==> src/rtl/msg_tx_arbiter.sv <==
// rtl/msg_tx_arbiter.sv - round-robin message arbiter framing SYNC/LEN/payload/CHK onto a byte stream
module msg_tx_arbiter #(
    parameter int         NUM_SRC   = 4,
    parameter int         SRC_W     = $clog2(NUM_SRC),
    parameter logic [7:0] SYNC_BYTE = 8'hA5
) (
    input  logic                 clk,
    input  logic                 rst,
    input  logic [NUM_SRC-1:0]   src_have_msg,
    input  logic [8*NUM_SRC-1:0] src_len,
    input  logic [8*NUM_SRC-1:0] src_data,
    output logic [NUM_SRC-1:0]   src_rdreq,
    output logic [7:0]           tx_data,
    output logic                 tx_valid,
    input  logic                 tx_ready,
    output logic                 busy,
    output logic [SRC_W-1:0]     cur_src
);

    typedef enum logic [2:0] {
        S_IDLE,
        S_HDR,
        S_LEN,
        S_PAY,
        S_CHK
    } state_t;

    state_t           state_q, state_d;
    logic [SRC_W-1:0] rr_ptr_q, rr_ptr_d;
    logic [SRC_W-1:0] cur_src_q, cur_src_d;
    logic [7:0]       len_q, len_d;
    logic [7:0]       chk_q, chk_d;
    logic [7:0]       cnt_q, cnt_d;

    logic             grant_found;
    logic [SRC_W-1:0] grant_idx;
    logic [SRC_W:0]   rr_sum;
    logic [7:0]       head_byte;
    logic [7:0]       grant_len;

    // Round-robin search: first requester strictly after the last served source, wrapping.
    always_comb begin
        grant_found = 1'b0;
        grant_idx   = '0;
        rr_sum      = '0;
        for (int k = 1; k <= NUM_SRC; k++) begin
            rr_sum = {1'b0, rr_ptr_q} + (SRC_W+1)'(k);
            if (rr_sum >= (SRC_W+1)'(NUM_SRC)) begin
                rr_sum = rr_sum - (SRC_W+1)'(NUM_SRC);
            end
            if (!grant_found && src_have_msg[rr_sum[SRC_W-1:0]]) begin
                grant_found = 1'b1;
                grant_idx   = rr_sum[SRC_W-1:0];
            end
        end
    end

    // Select the granted source's head byte and the candidate's length from the packed buses.
    always_comb begin
        head_byte = '0;
        grant_len = '0;
        for (int i = 0; i < NUM_SRC; i++) begin
            if (cur_src_q == SRC_W'(i)) begin
                head_byte = src_data[i*8 +: 8];
            end
            if (grant_idx == SRC_W'(i)) begin
                grant_len = src_len[i*8 +: 8];
            end
        end
    end

    // Frame sequencing, byte output and pop strobes; pops are suppressed while rst is high.
    always_comb begin
        state_d   = state_q;
        rr_ptr_d  = rr_ptr_q;
        cur_src_d = cur_src_q;
        len_d     = len_q;
        chk_d     = chk_q;
        cnt_d     = cnt_q;
        tx_valid  = 1'b0;
        tx_data   = '0;
        src_rdreq = '0;
        case (state_q)
            S_IDLE: begin
                if (grant_found) begin
                    cur_src_d = grant_idx;
                    len_d     = grant_len;
                    chk_d     = grant_len;
                    cnt_d     = '0;
                    state_d   = S_HDR;
                end
            end
            S_HDR: begin
                tx_valid = 1'b1;
                tx_data  = SYNC_BYTE;
                if (tx_ready) begin
                    state_d = S_LEN;
                end
            end
            S_LEN: begin
                tx_valid = 1'b1;
                tx_data  = len_q;
                if (tx_ready) begin
                    state_d = (len_q != 8'd0) ? S_PAY : S_CHK;
                end
            end
            S_PAY: begin
                tx_valid = 1'b1;
                tx_data  = head_byte;
                if (tx_ready) begin
                    src_rdreq[cur_src_q] = !rst;
                    chk_d = chk_q ^ head_byte;
                    cnt_d = cnt_q + 8'd1;
                    if (cnt_q == len_q - 8'd1) begin
                        state_d = S_CHK;
                    end
                end
            end
            S_CHK: begin
                tx_valid = 1'b1;
                tx_data  = chk_q;
                if (tx_ready) begin
                    // An empty message still needs one pop so its source drops have_msg.
                    if (len_q == 8'd0) begin
                        src_rdreq[cur_src_q] = !rst;
                    end
                    rr_ptr_d = cur_src_q;
                    state_d  = S_IDLE;
                end
            end
            default: begin
                state_d = S_IDLE;
            end
        endcase
    end

    // State registers; reset points rr_ptr at the last source so source 0 wins first.
    always_ff @(posedge clk) begin
        if (rst) begin
            state_q   <= S_IDLE;
            rr_ptr_q  <= SRC_W'(NUM_SRC - 1);
            cur_src_q <= '0;
            len_q     <= '0;
            chk_q     <= '0;
            cnt_q     <= '0;
        end else begin
            state_q   <= state_d;
            rr_ptr_q  <= rr_ptr_d;
            cur_src_q <= cur_src_d;
            len_q     <= len_d;
            chk_q     <= chk_d;
            cnt_q     <= cnt_d;
        end
    end

    assign busy    = (state_q != S_IDLE);
    assign cur_src = cur_src_q;

endmodule

==> config.mk <==
export PLATFORM = sky130hd
export DESIGN_NAME = msg_tx_arbiter
export DESIGN_NICKNAME = d
export VERILOG_FILES = /design/src/rtl/msg_tx_arbiter.sv
export SDC_FILE = /design/constraint.sdc
export NUM_CORES = 1
export LEC_CHECK = 0
export CORE_AREA = 2 2 65 82
export CTS_BUF_LIST = sky130_fd_sc_hd__clkbuf_4 sky130_fd_sc_hd__clkbuf_8
export DETAILED_ROUTE_END_ITERATION = 16
export DIE_AREA = 0 0 67 84
export PLACE_DENSITY = 0.85
export SLEW_MARGIN = 40
export SYNTH_ARGS = -nofsm -noshare
export SYNTH_HDL_FRONTEND = slang
export SYNTH_SLANG_ARGS = --single-unit
==> constraint.sdc <==
create_clock -name clk -period 5.9 [get_ports clk]
set_input_delay 0.885 -clock clk [delete_from_list [all_inputs] [get_ports clk]]
set_output_delay 0.885 -clock clk [all_outputs]
set_load 0.01 [all_outputs]
==> results.md, run 1 <==
- Summing all non-filler instances in the final layout gives an area of 3350 µm².
- The post-synthesis cell type with the largest combined area is dfxtp_1.
- The first detailed-routing pass ran for 4 iterations.
- The number of cells on the worst hold path is 2.
- In this run the power density over the cells is 345 nW/µm².
- Sequential elements use 26.4% of the synthesized area.
- The total setup buffers inserted after CTS is 0.
- The sum of routed wire length over all layers is 6700 µm.
- Net switching is 40.3% of the power.
- Measured on the finished design, the core utilization comes to 67.9%.
- Synthesis inferred 31 register bits.
- Summed over all nets, the half-perimeter wirelength after detailed placement is 5320 µm.
- The worst hold path begins at cnt_q[1]$_SDFFE_PP0P_.
- The clock arrives with 6.89 ps of skew.
- Counting stages on the worst path, the most repeated cell is clkdlybuf4s50_1.
- nand2_1 is the most common cell in the netlist.
- The actual slew at the worst max-slew pin is 813 ps.
- After synthesis, the largest area contributor takes up 26.4% of total cell area.
- The flow ran to the end, and the final reports show no timing, DRC or antenna violations.
- The count of buffers inserted at the top-level ports is 86.
- Walking the worst path, the cells encountered are clkdlybuf4s50_1 -> or3b_2 -> nor3_1 -> clkdlybuf4s50_1.
- After layout, the worst path uses 68.8% of the clock period.
- TritonCTS built the clock tree.
- The internal power contribution is 0.690 mW.
- The most instantiated flip-flop cell in the synthesis netlist is dfxtp_1.
- The cell at the slowest stage of the critical path is clkdlybuf4s50_1.
- In the synthesized netlist, the cells that appear most often are nand2_1 (34), nor2_1 (32), dfxtp_1 (31).
- The floorplan row count is 29.
- Across all layers, the routed design uses 2,548 vias.
- Clock-pin slew was measured on the worst setup and hold paths at 70 ps.
- The starting utilization of the core area is 47.7%.
- The via count of the first global-routing pass is 2,356.
- The layout overhead on the synthesized area is 42.3%.
- The final-stage net count is 445.
- The tightest slew margin relative to the limit is 45.7%.
- The worst setup path is of the primary input to primary output kind.
- The tool flagged a number of max-cap violations equal to 0.
- The number of nets handed over by synthesis was 368.
- The analysis attributes to net switching a power of 0.466 mW.
- The gate count of the mapped netlist is 295.
- From bottom edge to top edge, the die measures 84 µm.
- The share of power burned in the clock network is 19.1%.
- Entering global routing, the biggest net connects 23 pins.
- After filler insertion, the fill cell instance count of the layout stands at 424.
- The DRC violation total after the first TritonRoute iteration is 151.
- The number of buffers and inverters on the critical path is 2.
- The register-to-register setup slack is 3570 ps.
- Data on the critical path is required at its endpoint by 5020 ps.
- In this run the cell area measured after placement is 3230 µm².
- The fmax is 246 MHz.
- Counting cells, the worst reg-to-reg path comes to 6.
- The cell total after placement is 427.
- The area of the die is 5630 µm².
- The horizontal extent of the die is 67 µm.
- After synthesis the cells add up to 2350 µm².
- The total power is 1.16 mW.
- After synthesis, the cell types taking the most area are dfxtp_1 (26%), mux2i_1 (8.1%), mux4_2 (7.7%).
- For this run, the number of standard cells in the final layout without fillers is 435.
- The largest stage delay on the critical path is 830 ps.
- The number of CTS-inserted buffers is 5.
- The count of clock tree sinks is 31.
- The first global-routing pass estimated 10,800 µm of wire.
- Each instance of the synthesized netlist takes up on average 7.98 µm².
- The number of top-level pins is 87.
- At the later pin of the worst-skew pair, clock insertion delay measures 280 ps.
- The path with the worst hold slack has its endpoint at cnt_q[1]$_SDFFE_PP0P_.
- The total count of max-transition violations in the final report came to 0.
- The final setup TNS is 0 ps.
- The worst setup path is launched from a primary input.
- The type of the tightest min-delay check is flip-flop to flip-flop.
- The fraction of registers with async set/reset is 0%.
- For this run, design rule violations remaining after detail routing come to 0.
- The final-report hold violation count came to 0.
- The number of antenna violations at the first check in global routing is 0.
- The share of final-layout standard cells stronger than drive strength 1 is 6.97%.
- The root buffer cell is clkbuf_8.
- The number of nets still failing antenna checks after routing is 0.
- Among cell families on the critical path, the largest total delay comes from buffers and inverters.
- For this design, the CTS-stage hold fixing added 0 buffers.
- Setup repair after global routing left no endpoint under its margin.
- The area of the core is 4930 µm².
- Post-CTS repair changed the size of 0 cells.
- Combinational logic burns 49.8% of the power.
- Routability-driven placement finished with a final weighted congestion of 0.903.
- In this run the critical register-to-register path is launched from state_q[0]$_SDFFE_PP0P_.
- The overflow left after global routing is 0.
- In the post-route analysis, the smallest setup slack over all paths is 1840 ps.
- IR analysis of the VDD net gives a maximum drop of 0.181 mV.
- In this run the static leakage power is 1.22 nW.
- The count of flip-flops with a built-in enable after synthesis is 0.
- The minimum clock period after layout is 4060 ps.
- The all-layer global routing usage is 24.7%.
- The worst setup slack before clock tree synthesis is 1850 ps.
- The number of vias per cell after detailed routing is 5.86.
- The H-tree was split into 2 levels.
- The final-layout worst hold slack is 522 ps.
- The arrival time at the worst endpoint is 3170 ps.
- The worst setup path is captured at a primary output.
- The relative contribution of sequential cells to total power is 31.1%.
- In the final routed layout, each cell accounts on average for 15.4 µm.
- The destination of the worst register-to-register timing path is chk_q[1]$_SDFFE_PP0P_.
- The number of synthesis warnings is 0.
- Synthesis instantiated 49 different standard cells from the library.
- The worst-case clock buffer depth is 2.
- Setup violations remaining at the end of the flow were counted as 0.
- The biggest fanout along the worst timing path is 22.
- The count of antenna diodes in the layout is 0.
## layout by cell type (no fill, tap or decap), types with 8 or more instances in the layout
master,instances
o21ai_0,26
nand2b_1,8
a22oi_1,11
o22a_1,8
a21oi_1,14
inv_1,9
dfxtp_1,31
nor2_1,32
nand2_1,34
mux2i_1,19
clkdlybuf4s50_1,86
xor2_1,10
mux4_2,8
nor3_1,9
## layout make-up
class | count | area, µm² | area share (%)
inverter | 9 | 33.8 | 1.01
clock buffer | 6 | 82.6 | 2.47
timing repair buffer | 87 | 868 | 25.9
tap | 62 | 77.6 | 2.32
multi-input combinational | 238 | 1630 | 48.7
clock inverter | 2 | 35.0 | 1.05
sequential | 31 | 621 | 18.5
## tightest hold or removal path, cell delays in order (launching register included)
cell and delay [ps]:
dfxtp_1 350, nand2b_1 80, a21oi_1 50
## worst max-delay path by stage
stage	end	startpoint	depth (start not counted)
6_report	src_rdreq[2]	rst	4
3_5_place_dp	src_rdreq[2]	rst	4
2_1_floorplan	src_rdreq[0]	tx_ready	3
5_1_grt	src_rdreq[3]	state_q[0]$_SDFFE_PP0P_	6
3_3_place_gp	src_rdreq[2]	rst	4
4_1_cts	src_rdreq[2]	rst	4
## metal layers
layer  global-route usage, %  share of wire, %  vias up
li1                        -                 -     1230
met1                    30.1                40     1189
met2                    42.4                52      117
met3                    4.59               5.9       12
met4                    8.35               2.0        0
met5                       0                 0        -
## flip-flops by register name, summed over array words and instances (netlist names)
signal	count
state_q	3
cur_src	2
cnt_q	8
len_q	8
rr_ptr_q	2
chk_q	8
## logic make-up after synthesis
group / share of synthesized area (%)
AND/OR/NAND/NOR: 23.5
flip-flops: 26.4
AO/OA/AOI/OAI: 22.3
multiplexers: 16.2
adder cells (fa/ha/maj): 1.06
XOR/XNOR: 5.95
buffers and inverters: 4.62
## power groups by stage
stage	logic, mW	registers [mW]	clock network [mW]
6_report	0.576	0.360	0.220
5_1_grt	0.629	0.370	0.232
4_1_cts	0.577	0.358	0.222
3_5_place_dp	0.573	0.362	0
3_3_place_gp	0.562	0.357	0
2_1_floorplan	0.415	0.305	0
Note: power is estimated with default switching activity, not from simulation.
==> run 2, diff against run 1 <==
--- a/config.mk
+++ b/config.mk
@@ -5,11 +5,11 @@
 export SDC_FILE = /design/constraint.sdc
 export NUM_CORES = 1
 export LEC_CHECK = 0
-export CORE_AREA = 2 2 65 82
+export CORE_AREA = 2 2 67 85
 export CTS_BUF_LIST = sky130_fd_sc_hd__clkbuf_4 sky130_fd_sc_hd__clkbuf_8
 export DETAILED_ROUTE_END_ITERATION = 16
-export DIE_AREA = 0 0 67 84
-export PLACE_DENSITY = 0.85
+export DIE_AREA = 0 0 69 87
+export PLACE_DENSITY = 0.8
 export SLEW_MARGIN = 40
 export SYNTH_ARGS = -nofsm -noshare
 export SYNTH_HDL_FRONTEND = slang
==> constraint.sdc (replaced) <==
create_clock -name clk -period 3.9 [get_ports clk]
set_input_delay 0.585 -clock clk [delete_from_list [all_inputs] [get_ports clk]]
set_output_delay 0.585 -clock clk [all_outputs]
set_load 0.01 [all_outputs]
==> run 2 against run 1 <==
Clock power up 51%. Utilization shrank 3.8 points. Critical path depth is 4 higher. Sequential share of layout area down 0.096 points. Routed wire length down 3.5%. Register-to-register slack got worse by 1800 ps. Worst hold slack got worse by 5.3 ps. Total power up 51%. Sequential power increased by 50%. Die area is 6.7% higher. Highest routed layer unchanged.
==> results.md, run 2 (same netlist as run 1, synthesis figures left out) <==
- The critical setup path kind is flip-flop to primary output (was primary input to primary output).
- The max-capacitance violation count is 0 (unchanged).
- The tightest slew margin relative to the limit is 54.2% (was 45.7%).
- The maximum level of the CTS H-tree is 2 (unchanged).
- The leakage power of the design is 1.23 nW (was 1.22 nW).
- The number of CTS-inserted buffers is 5 (unchanged).
- The commonest non-fill, non-tap cell in the layout is clkdlybuf4s50_1 (unchanged).
- The type of the tightest min-delay check is flip-flop to flip-flop (unchanged).
- The average wire per cell in the routed design is 14.7 µm (was 15.4 µm).
- The number of fill cells came to 467 (was 424).
- The final-layout worst hold slack is 517 ps (was 522 ps).
- The clock input transition at the sequential cells of the worst setup and hold paths is 70 ps (about the same).
- The worst setup slack before clock tree synthesis is 756 ps (was 1850 ps).
- The total count of max-transition violations in the final report is 0 (unchanged).
- The last weighted congestion value of the routability-driven placer is 0.930 (was 0.903).
- The overall die height is 87 µm (was 84 µm).
- The ratio of total power to cell area was 517 nW/µm² (was 345 nW/µm²).
- The count of clock tree sinks is 31 (unchanged).
- The global-route wire length before repair was 10,500 µm (was 10,800 µm).
- The sum of routed wire length over all layers is 6470 µm (was 6700 µm).
- The worst-case clock skew is 5.21 ps (was 6.89 ps).
- RSZ-0062 raised after global routing: no (unchanged).
- Commonest non-fill, non-tap cells in the layout: clkdlybuf4s50_1 (86), nand2_1 (34), nor2_1 (32) (unchanged).
- The total of endpoints with negative setup slack in the final report is 0 (unchanged).
- The capturing element type of the critical path is a primary output (unchanged).
- The number of nets still failing antenna checks after routing came to 0 (unchanged).
- The number of vias per cell after detailed routing is 5.71 (was 5.86).
- The arrival time at the worst endpoint is 2790 ps (was 3170 ps).
- The final setup TNS is 0 ps (unchanged).
- The horizontal extent of the die is 69 µm (was 67 µm).
- The post-detailed-route DRC marker count is 0 (unchanged).
- The family with the most delay on the worst path is simple AND/OR/NAND/NOR gates (was buffers and inverters).
- The largest stage delay on the critical path is 560 ps (was 830 ps).
- The number of top-level pins was 87 (unchanged).
- The root buffer cell is clkbuf_8 (unchanged).
- The via count of the first global-routing pass was 2,440 (was 2,356).
- The biggest fanout along the worst timing path came to 5 (was 22).
- The worst vdd rail ir drop was 0.231 mV (was 0.181 mV).
- The detailed-routing iteration count for the pre-antenna-repair pass is 4 (unchanged).
- The slack of the critical path is 522 ps (was 1840 ps).
- Outcome: completed (unchanged).
- The total setup buffers inserted after CTS is 0 (unchanged).
- The floorplan row count is 30 (was 29).
- The CTS tree is yes (unchanged).
- The actual slew at the worst max-slew pin is 686 ps (was 813 ps).
- The worst-case clock buffer depth came to 2 (unchanged).
- The area of the core is 5260 µm² (was 4930 µm²).
- The count of antenna diodes in the layout came to 0 (unchanged).
- The HPWL after detailed placement was 5260 µm (was 5320 µm).
- The area of the die is 6000 µm² (was 5630 µm²).
- The final-report hold violation count is 0 (unchanged).
- The type of element launching the critical path is a flip-flop (was primary input).
- The total power is 1.74 mW (was 1.16 mW).
- The count of buffers inserted at the top-level ports is 86 (unchanged).
- Largest regs: chk_q: 8 flops, cnt_q: 8 flops, len_q: 8 flops (unchanged).
- The library cell appearing most often on the critical path is nor3_1 (was clkdlybuf4s50_1).
- The worst path needs 3380 ps of the cycle, external delays included.
- The all-layer global routing usage was 21.5% (was 24.7%).
- The final-stage net count is 448 (was 445).
- The number of antenna violations at the first check in global routing was 0 (unchanged).
- The layout overhead on the synthesized area came to 43.1% (was 42.3%).
- The number of buffers and inverters on the critical path is 2 (unchanged).
- The cts-stage hold buffer count is 0 (unchanged).
- For this run, the top clock speed supported by timing is 296 MHz.
- The post-cts resize count is 0 (unchanged).
- The required time at the worst-slack endpoint was 3310 ps (was 5020 ps).
- The starting utilization of the core area was 44.8% (was 47.7%).
- The number of vias after detailed routing is 2,514 (was 2,548).
- After layout, the worst path uses 86.6% of the clock period.
- The clock latency on the worst-skew pair is 290 ps (was 280 ps).
- The share of final-layout standard cells stronger than drive strength 1 came to 7.71% (was 6.97%).
- The cell at the slowest stage of the critical path is clkdlybuf4s50_1 (unchanged).
- The overflow left after global routing is 0 (unchanged).
- The DRC violation total after the first TritonRoute iteration came to 163 (was 151).
- The maximum number of pins on one net before global-route repair is 22 (was 23).
- Cell chain of the critical path: inv_1 -> ha_1 -> nand3_1 -> nor3_1 -> a21oi_1 -> or3b_2 -> nor3_1 -> clkdlybuf4s50_1 (was clkdlybuf4s50_1 -> or3b_2 -> nor3_1 -> clkdlybuf4s50_1).
run 2: cell types whose count changed in the layout (fill, tap and decap cells not counted):
cell     delta
a21oi_2     +1
a21oi_4     -1
buf_4       +3
run 2: final cells by class:
type | count | area (µm²) | share of cell area [%]
clock buffers | 6 | 82.6 | 2.45
repair buffers | 90 | 891 | 26.5
multi-input cells | 238 | 1620 | 48.2
clock inverters | 2 | 35.0 | 1.04
well taps | 64 | 80.1 | 2.38
inverters | 9 | 33.8 | 1.00
flip-flops and latches | 31 | 621 | 18.4
run 2: metrics by stage:
step                      util (%)  cells  area [µm²]
final                         64.1    440        3370
after floorplan                  -    295        2350
after detailed placement      61.8    432        3250
after global placement        61.8    432        3250
after CTS                     64.1    440        3370
after global routing          64.1    440        3370
run 2: path summary, 6_finish.rpt:
kind | to | slack, ps | from | cells after the start
worst max-delay path | src_rdreq[2] | 520 | len_q[0]$_SDFFE_PP0P_ | 8
worst max register to register | state_q[1]$_SDFFE_PP0P_ | 1760 | state_q[0]$_SDFFE_PP0P_ | 6
worst min register to register | cnt_q[1]$_SDFFE_PP0P_ | 520 | cnt_q[1]$_SDFFE_PP0P_ | 2
worst min-delay path | cnt_q[1]$_SDFFE_PP0P_ | 520 | cnt_q[1]$_SDFFE_PP0P_ | 2
run 2: per-layer routing:
| layer | up-vias | GRT usage [%] | wire [µm] |
|---|---|---|---|
| li1 | 1240 | - | - |
| met1 | 1165 | 24.3 | 2630 |
| met2 | 102 | 40.7 | 3400 |
| met3 | 7 | 3.36 | 390 |
| met4 | 0 | 7.84 | 50 |
| met5 | - | 0 | 0 |
run 2: power breakdown:
group	switching, mW	internal [mW]	total, mW
clock network	0.126	0.207	0.333
logic	0.422	0.447	0.869
registers	0.148	0.393	0.541
total	0.695	1.05	1.74
run 2: worst reg2reg max path, cell delays in order (launching register included):
cell	delay [ps]
dfxtp_1	490
nor2_1	430
nand2_1	170
o22a_2	320
nor4_4	290
nor4_2	80
o41ai_1	260
==> run 3, diff against run 2 <==
--- a/config.mk
+++ b/config.mk
@@ -5,11 +5,13 @@
 export SDC_FILE = /design/constraint.sdc
 export NUM_CORES = 1
 export LEC_CHECK = 0
+export CAP_MARGIN = 20
 export CORE_AREA = 2 2 67 85
 export CTS_BUF_LIST = sky130_fd_sc_hd__clkbuf_4 sky130_fd_sc_hd__clkbuf_8
 export DETAILED_ROUTE_END_ITERATION = 16
 export DIE_AREA = 0 0 69 87
 export PLACE_DENSITY = 0.8
+export REMOVE_ABC_BUFFERS = 1
 export SLEW_MARGIN = 40
 export SYNTH_ARGS = -nofsm -noshare
 export SYNTH_HDL_FRONTEND = slang
==> run 3 against run 2 <==
Worst setup slack got worse by 100 ps. Total power decreased by 1.5%. Die area unchanged. Routed wire length increased by 5.5%. Register-to-register slack got worse by 60 ps. Critical endpoint is now src_rdreq[1].
==> results.md, run 3 (same netlist as run 1, synthesis figures left out) <==
- The floorplan row count is 30 (unchanged).
- The count of antenna diodes in the layout is 0 (unchanged).
- RSZ-0062 raised after global routing: no (unchanged).
- The arrival time at the worst endpoint is 2900 ps (was 2790 ps).
- The critical hold path startpoint is cnt_q[1]$_SDFFE_PP0P_ (unchanged).
- The fmax is 287 MHz (was 296 MHz).
- The post-detailed-route DRC marker count is 0 (unchanged).
- The number of vias after detailed routing is 2,571 (was 2,514).
- The depth of the worst register-to-register path is 6 (unchanged).
- The worst setup slack before clock tree synthesis is 726 ps (was 756 ps).
- The count of buffers inserted at the top-level ports is 86 (unchanged).
- The final-stage net count is 449 (was 448).
- The share of final-layout standard cells stronger than drive strength 1 is 7.96% (was 7.71%).
- The type of the tightest min-delay check is flip-flop to flip-flop (unchanged).
- The type of element launching the critical path is a flip-flop (unchanged).
- The actual slew at the worst max-slew pin is 689 ps (was 686 ps).
- The clock input transition at the sequential cells of the worst setup and hold paths is 70 ps (about the same).
- The final worst-path cycle share is 89.3% (was 86.6%).
- The via count of the first global-routing pass is 2,512 (was 2,440).
- The max-capacitance violation count was 0 (unchanged).
- The CTS tree is yes (unchanged).
- The worst vdd rail ir drop came to 0.275 mV (was 0.231 mV).
- The minimum clock period after layout is 3480 ps (was 3380 ps).
- The maximum level of the CTS H-tree is 2 (unchanged).
- The final cell area excluding filler cells is 3360 µm² (was 3370 µm²).
- The number of nets still failing antenna checks after routing is 0 (unchanged).
- The final-report hold violation count is 0 (unchanged).
- The average wire per cell in the routed design is 15.5 µm (was 14.7 µm).
- The cts-stage hold buffer count is 0 (unchanged).
- The area of the core is 5260 µm² (unchanged).
- The clock latency on the worst-skew pair came to 280 ps (was 290 ps).
- The total count of max-transition violations in the final report is 0 (unchanged).
- Commonest non-fill, non-tap cells in the layout: clkdlybuf4s50_1 (86), nand2_1 (34), nor2_1 (32) (unchanged).
- The horizontal extent of the die came to 69 µm (unchanged).
- The number of vias per cell after detailed routing came to 5.83 (was 5.71).
- The DRC violation total after the first TritonRoute iteration is 100 (was 163).
- The global-route wire length before repair is 11,100 µm (was 10,500 µm).
- The end point of the most critical hold path was cnt_q[1]$_SDFFE_PP0P_ (unchanged).
- The number of antenna violations at the first check in global routing came to 0 (unchanged).
- The count of clock tree sinks came to 31 (unchanged).
- The worst-case clock skew is 6.74 ps (was 5.21 ps).
- The number of cells on the worst hold path was 2 (unchanged).
- The area of the die was 6000 µm² (unchanged).
- The cell total after placement is 433 (was 432).
- The commonest non-fill, non-tap cell in the layout is clkdlybuf4s50_1 (unchanged).
- The total of endpoints with negative setup slack in the final report was 0 (unchanged).
- The layer with the highest usage after global routing is met2 (unchanged).
- The leakage power of the design came to 1.23 nW (about the same).
- The critical setup path kind is flip-flop to primary output (unchanged).
- The post-cts resize count was 0 (unchanged).
- The timing startpoint of the critical path is len_q[0]$_SDFFE_PP0P_ (unchanged).
- The overflow left after global routing was 0 (unchanged).
- The slack of the critical path is 419 ps (was 522 ps).
- The tightest slew margin relative to the limit is 54.0% (was 54.2%).
- The final core area utilization is 64.0% (was 64.1%).
- The biggest fanout along the worst timing path is 5 (unchanged).
- The met1 routing resource usage after global routing was 24.1% (was 24.3%).
- The root buffer cell is clkbuf_8 (unchanged).
- The all-layer global routing usage is 22.7% (was 21.5%).
- The total setup buffers inserted after CTS is 0 (unchanged).
- The last weighted congestion value of the routability-driven placer is 0.861 (was 0.930).
- The reg-to-reg startpoint is state_q[0]$_SDFFE_PP0P_ (unchanged).
- The final setup TNS was 0 ps (unchanged).
- The final standard cell count with taps included and fillers excluded was 441 (was 440).
- The cell area reported after detailed placement is 3260 µm² (was 3250 µm²).
- Outcome: completed (unchanged).
- The number of fill cells is 469 (was 467).
- The maximum number of pins on one net before global-route repair is 22 (unchanged).
- The ratio of total power to cell area is 511 nW/µm² (was 517 nW/µm²).
- The global-route track usage on met3 is 5.44% (was 3.36%).
- The number of CTS-inserted buffers is 5 (unchanged).
- The global-route track usage on met2 is 43.1% (was 40.7%).
- The HPWL after detailed placement is 5440 µm (was 5260 µm).
- The layout overhead on the synthesized area was 42.8% (was 43.1%).
- The destination of the worst register-to-register timing path is state_q[2]$_SDFFE_PP0P_ (was state_q[1]$_SDFFE_PP0P_).
- The starting utilization of the core area is 44.8% (unchanged).
- Largest regs: chk_q: 8 flops, cnt_q: 8 flops, len_q: 8 flops (unchanged).
- The capturing element type of the critical path is a primary output (unchanged).
- The total power is 1.72 mW (was 1.74 mW).
- The final-layout worst hold slack is 513 ps (was 517 ps).
- The overall die height is 87 µm (unchanged).
- The register-to-register setup slack is 1700 ps (was 1760 ps).
- The sum of routed wire length over all layers came to 6820 µm (was 6470 µm).
- The required time at the worst-slack endpoint came to 3310 ps (about the same).
- The detailed-routing iteration count for the pre-antenna-repair pass is 4 (unchanged).
- The worst-case clock buffer depth is 2 (unchanged).
- The number of top-level pins is 87 (unchanged).
run 3: cell types whose count changed in the layout (fill, tap and decap cells not counted):
cell       change
buf_4          +1
bufinv_16      -1
clkbuf_4       +1
clkbuf_8       +1
clkinv_2       -1
run 3: cell type report:
type	count	area (µm²)	area share, %
multi-input combinational	238	1620	48.3
timing repair buffer	91	898	26.7
inverter	9	33.8	1.01
tap	64	80.1	2.38
sequential	31	621	18.5
clock buffer	8	104	3.09
run 3: routing by layer:
layer	vias to the layer above	wire (µm)
li1	1240	-
met1	1201	2570
met2	111	3540
met3	19	505
met4	0	200
met5	-	0
run 3: worst max path at each step:
stage | slack (ps) | endpoint
2_1_floorplan | 1430 | src_rdreq[0]
3_3_place_gp | 820 | src_rdreq[2]
3_5_place_dp | 730 | src_rdreq[1]
4_1_cts | 410 | src_rdreq[1]
5_1_grt | 240 | src_rdreq[1]
6_report | 420 | src_rdreq[1]
run 3: critical path, cell delays in order, from the launching register on:
cell	delay, ps
dfxtp_1	360
inv_1	90
ha_1	240
nand3_1	130
nor3_1	380
a21oi_1	140
or3b_2	510
nor3_1	180
clkdlybuf4s50_1	570
run 3: power breakdown:
group	internal [mW]	leakage, nW	switching, mW
logic	0.456	0.921	0.431
clock network	0.168	0.0549	0.120
registers	0.393	0.254	0.148
